File: src/rtl/dcache_miss_ctrl.sv
// Miss/refill controller for the 4-way data cache: stalls on a miss, writes back a
// dirty victim as beats, refills the missing block as beats, then strobes allocation.
module dcache_miss_ctrl #(
    parameter int ADDR_WIDTH = 64,
    parameter int DATA_WIDTH = 64,
    parameter int SET_WIDTH  = 512
) (
    input  logic                  clk_i,
    input  logic                  arst_i,
    input  logic                  mem_access_i,
    input  logic                  hit_i,
    input  logic                  dirty_i,
    input  logic [ADDR_WIDTH-1:0] addr_i,
    input  logic [ADDR_WIDTH-1:0] addr_wb_i,
    input  logic [SET_WIDTH-1:0]  data_block_i,
    output logic                  stall_o,
    output logic                  block_we_o,
    output logic [SET_WIDTH-1:0]  data_block_o,
    output logic                  mem_valid_o,
    output logic                  mem_we_o,
    output logic [ADDR_WIDTH-1:0] mem_addr_o,
    output logic [DATA_WIDTH-1:0] mem_wdata_o,
    input  logic                  mem_ready_i,
    input  logic [DATA_WIDTH-1:0] mem_rdata_i
);
    localparam int BEAT_COUNT  = SET_WIDTH / DATA_WIDTH;
    localparam int CNT_WIDTH   = $clog2(BEAT_COUNT);
    localparam int BEAT_SHIFT  = $clog2(DATA_WIDTH / 8);
    localparam int BLOCK_BYTES = SET_WIDTH / 8;
    localparam logic [ADDR_WIDTH-1:0] BLOCK_MASK = ADDR_WIDTH'(BLOCK_BYTES - 1);
    localparam logic [CNT_WIDTH-1:0]  LAST_BEAT  = CNT_WIDTH'(BEAT_COUNT - 1);

    typedef enum logic [1:0] {IDLE, WRITEBACK, REFILL, ALLOCATE} state_t;

    state_t                state;
    state_t                state_next;
    logic [CNT_WIDTH-1:0]  cnt;
    logic [SET_WIDTH-1:0]  buffer;
    logic [ADDR_WIDTH-1:0] wb_base;
    logic [ADDR_WIDTH-1:0] rf_base;
    logic [ADDR_WIDTH-1:0] beat_offset;
    logic                  miss;
    logic                  beat_done;
    logic                  last_beat;

    assign miss         = mem_access_i & ~hit_i;
    assign beat_offset  = ADDR_WIDTH'(cnt) << BEAT_SHIFT;
    assign beat_done    = mem_ready_i & ((state == WRITEBACK) | (state == REFILL));
    assign last_beat    = (cnt == LAST_BEAT);
    assign data_block_o = buffer;

    // NOTE: every output and next-state gets a default first, so no latch is inferred.
    always_comb begin
        state_next  = state;
        stall_o     = 1'b0;
        block_we_o  = 1'b0;
        mem_valid_o = 1'b0;
        mem_we_o    = 1'b0;
        mem_addr_o  = '0;
        mem_wdata_o = '0;
        case (state)
            IDLE: begin
                // Held low while reset is applied so every output reads 0 during reset.
                stall_o = miss & ~arst_i;
                if (miss) begin
                    state_next = dirty_i ? WRITEBACK : REFILL;
                end
            end
            WRITEBACK: begin
                stall_o     = 1'b1;
                mem_valid_o = 1'b1;
                mem_we_o    = 1'b1;
                mem_addr_o  = wb_base + beat_offset;
                mem_wdata_o = buffer[int'(cnt)*DATA_WIDTH +: DATA_WIDTH];
                if (mem_ready_i && last_beat) begin
                    state_next = REFILL;
                end
            end
            REFILL: begin
                stall_o     = 1'b1;
                mem_valid_o = 1'b1;
                mem_addr_o  = rf_base + beat_offset;
                if (mem_ready_i && last_beat) begin
                    state_next = ALLOCATE;
                end
            end
            ALLOCATE: begin
                stall_o    = 1'b1;
                block_we_o = 1'b1;
                state_next = IDLE;
            end
            default: state_next = IDLE;
        endcase
    end

    // NOTE: the block buffer is plain flops, not a RAM, so it can be cleared by reset and
    // data_block_o reads 0 afterwards. Sequential state uses non-blocking assignments only.
    always_ff @(posedge clk_i or posedge arst_i) begin
        if (arst_i) begin
            state   <= IDLE;
            cnt     <= '0;
            buffer  <= '0;
            wb_base <= '0;
            rf_base <= '0;
        end else begin
            state <= state_next;
            case (state)
                IDLE: begin
                    if (miss) begin
                        buffer  <= data_block_i;
                        wb_base <= addr_wb_i;
                        rf_base <= addr_i & ~BLOCK_MASK;
                        cnt     <= '0;
                    end
                end
                WRITEBACK: begin
                    if (beat_done) begin
                        cnt <= last_beat ? '0 : cnt + 1'b1;
                    end
                end
                REFILL: begin
                    // The victim has already been written out, so its storage takes the refill.
                    if (beat_done) begin
                        buffer[int'(cnt)*DATA_WIDTH +: DATA_WIDTH] <= mem_rdata_i;
                        cnt <= last_beat ? '0 : cnt + 1'b1;
                    end
                end
                default: ;
            endcase
        end
    end

endmodule

File: config.mk
export PLATFORM = sky130hd
export DESIGN_NAME = dcache_miss_ctrl
export DESIGN_NICKNAME = d
export VERILOG_FILES = /design/src/rtl/dcache_miss_ctrl.sv
export SDC_FILE = /design/constraint.sdc
export NUM_CORES = 2
export LEC_CHECK = 0
export CORE_AREA = 2 2 532 534
export CTS_CLUSTER_SIZE = 12
export DETAILED_ROUTE_END_ITERATION = 16
export DIE_AREA = 0 0 534 536
export GPL_TIMING_DRIVEN = 0
export SLEW_MARGIN = 10
export SYNTH_ARGS = -nofsm -noshare
export SYNTH_HDL_FRONTEND = slang
export SYNTH_SLANG_ARGS = --single-unit
File: constraint.sdc
create_clock -name clk_i -period 32.9 [get_ports clk_i]
set_input_delay 8.225 -clock clk_i [delete_from_list [all_inputs] [get_ports clk_i]]
set_output_delay 8.225 -clock clk_i [all_outputs]
set_load 0.01 [all_outputs]
==> results.md <==
* Max-cap viol count at 0
* Power per cell area at 124 nW/um2
* Clock latency on the worst-skew pair at 0.80 ns
* GPL Wtd Cong at 0.992
* Row Count at 195
* Hpwl dp at 313000 um
* Remaining Overflow, GRT at 0
* Initial antenna violation count at 106
* Ports at 1354
* Largest cells by area after synthesis: dfrtp_1, a22oi_1, mux4_2
* Crit-path max FO at 3
* Pleak at 20.3 nW
* Worst setup SP type: input pin
* Status: finished, final reports clean
* First-pass GRT wire length at 453000 um
* #FFs+latches synth at 639
* Die X at 534 um
* Top-count cell post-synth: dfrtp_1
* CTS Sinks at 639
* Clock buffer count from CTS at 92
* Fill cells at 30857
* CTS tree: yes
* DRC violations left at 0
* Crit end category: output pin
* Critical Path RT at 24.67 ns
* Sequential share of power at 25.9%
* CP arrival at 9.81 ns
* Layout cell share with drive strength beyond 1 at 10.2%
* Cell Area, Synth at 34200 um2
* Layout area overhead at 62.5%
* Post-synth EDFFs at 0
* Yosys top cell by area: dfrtp_1
* Wire per inst at 41.8 um
* Ys async rst share at 100%
* Fmax at 0.0554 GHz
* Synth top area share at 46.7%
* Number of nets at the end of the flow at 5646
* Hold Vio Cnt, Final at 0
* Largest net degree at the start of global routing at 104
* Gr usage total at 24.6%
* Multi-input gate area at 16700 um2
* Synthesis warning total at 0
* Setup Crit Path Kind: input pin to output pin
* Initial Utilization at 12.2%
* Post-layout min period at 18.04 ns
* Sw Ratio at 52.4%
* Tcrit/Tclk final at 54.8%
* Hold WC Path Type: register to register
* Post CTS Setup Buffer Count at 0
* Slew Limit Headroom at 10.8%
* WL final at 366000 um
* Pre-antenna DRT Iters at 6
* Vias post-DR at 39835
* Combinational share of power at 58.9%
* Post-synth top cells: dfrtp_1, nand2_1, a22oi_1
* Antenna-violating nets left at 0
* Synth cell types at 61
* Register area share after synthesis at 46.7%
* Primary FF master, synth: dfrtp_1
* Setup Skew at 0.0275 ns
* Placed Area at 52500 um2
* Hold slack at 0.504 ns
* Finished Cell Area at 55600 um2
* Slew Viols, Final at 0
* Die area at 286000 um2
* P_sw at 0.00362 W
* Clock Path Buffers at 4
* Vias in the first global route at 39347
* Syn Nets at 4241
* CTS resizes at 0
* CTS Root Buffer Type: clkbuf_16
* Syn Area/Cell at 9.74 um2
* Setup violators final at 0
* DR vias/cell at 4.54
* Peak VDD IR at 0.0500 mV
* Post-synthesis cell count at 3515
* Least-Margin Pin Slew at 1.34 ns
* Storage cell area at 16000 um2
* Port bufs at 1283
* Setup TNS Final at 0 ns
* Pint at 0.00328 W
* CTS Hold Buffers Added at 0
* Die height at 536 um
* Clock power frac at 15.2%
* Drt initial violations at 4510
* RSZ-0062 raised after global routing: false
* Worst-path clk slew at 0.06 ns
* Area of the core at 281000 um2
* H-tree depth at 3
## registers in the layout, summed over array words and instances, names as in the netlist
register	cells
data_block_o	512
cnt	3
rf_base	58
state	2
wb_base	64
## layer usage
| layer | vias up | GRT usage [%] | routed length (um) |
|---|---|---|---|
| li1 | 15824 | - | - |
| met1 | 20519 | 28.0 | 136000 |
| met2 | 2939 | 37.5 | 158000 |
| met3 | 523 | 12.7 | 51000 |
| met4 | 30 | 12.4 | 20800 |
| met5 | - | 0.333 | 318 |
## cell type report
type	instances	area share [%]
antenna	39	0.175
buffer	389	2.83
clock buffer	125	4.69
clock inverter	33	0.749
inverter	16	0.121
multi-input combinational	2471	30.0
sequential	639	28.8
tap	3743	8.42
timing repair buffer	1311	24.3
## per-stage QoR
stage	std cells	setup slack (ns)	util (%)	power (W)
final	8766	14.86	19.8	0.00690
after global routing	8744	14.76	19.8	0.00718
after CTS	8727	14.83	19.8	0.00691
after detailed placement	8569	14.84	18.7	0.00583
after global placement	8541	-3.77	18.4	0.00576
after floorplan	3515	6.77	-	0.00305
## power groups by stage
stage	combinational [W]	clock [W]	sequential, W
final	0.00406	0.00105	0.00179
after floorplan	0.00146	0	0.00159
after CTS	0.00408	0.00107	0.00177
after detailed placement	0.00406	0	0.00177
after global placement	0.00400	0	0.00176
after global routing	0.00429	0.00109	0.00180
## path summary, 6_finish.rpt
path / slack (ns) / to / depth (start not counted) / start
min in group asynchronous: 7.83 / state[1] / 2 / arst_i
worst min register to register: 0.50 / wb_base[2] / 1 / wb_base[2]
worst max-delay path: 14.86 / stall_o / 4 / hit_i
worst max register to register: 26.27 / data_block_o[467] / 15 / cnt[1]
worst min-delay path: 0.50 / wb_base[2] / 1 / wb_base[2]
max in group asynchronous: 23.05 / data_block_o[101] / 6 / arst_i
## cells by family after synthesis
logic type               count (synthesis)  share of synthesized area, %
buffers and inverters                  405                          4.69
multiplexers                           257                          12.6
AND/OR/NAND/NOR                        920                          12.1
flip-flops                             639                          46.7
XOR/XNOR                                32                         0.819
AO/OA/AOI/OAI                         1246                          22.4
adder cells (fa/ha/maj)                 16                         0.607
## critical path, stage by stage
cell and delay [ns]:
clkdlybuf4s50_1 0.41, nand2b_1 0.19, o21ai_0 0.15, clkdlybuf4s50_1 0.82
## layout by cell type (no fill, tap or decap), types with 47 or more instances in the layout
cell type,n
clkdlybuf4s50_1,1283
dfrtp_1,639
nand2_1,398
a22oi_1,386
a21oi_1,326
o21ai_0,294
clkbuf_1,285
nor2_1,278
o22ai_1,131
mux4_2,128
mux2_2,123
clkbuf_16,92
nand3b_1,67
a21boi_0,66
nand3_1,58
buf_1,50
buf_2,47
No activity file was read; power rests on OpenSTA's default activity.
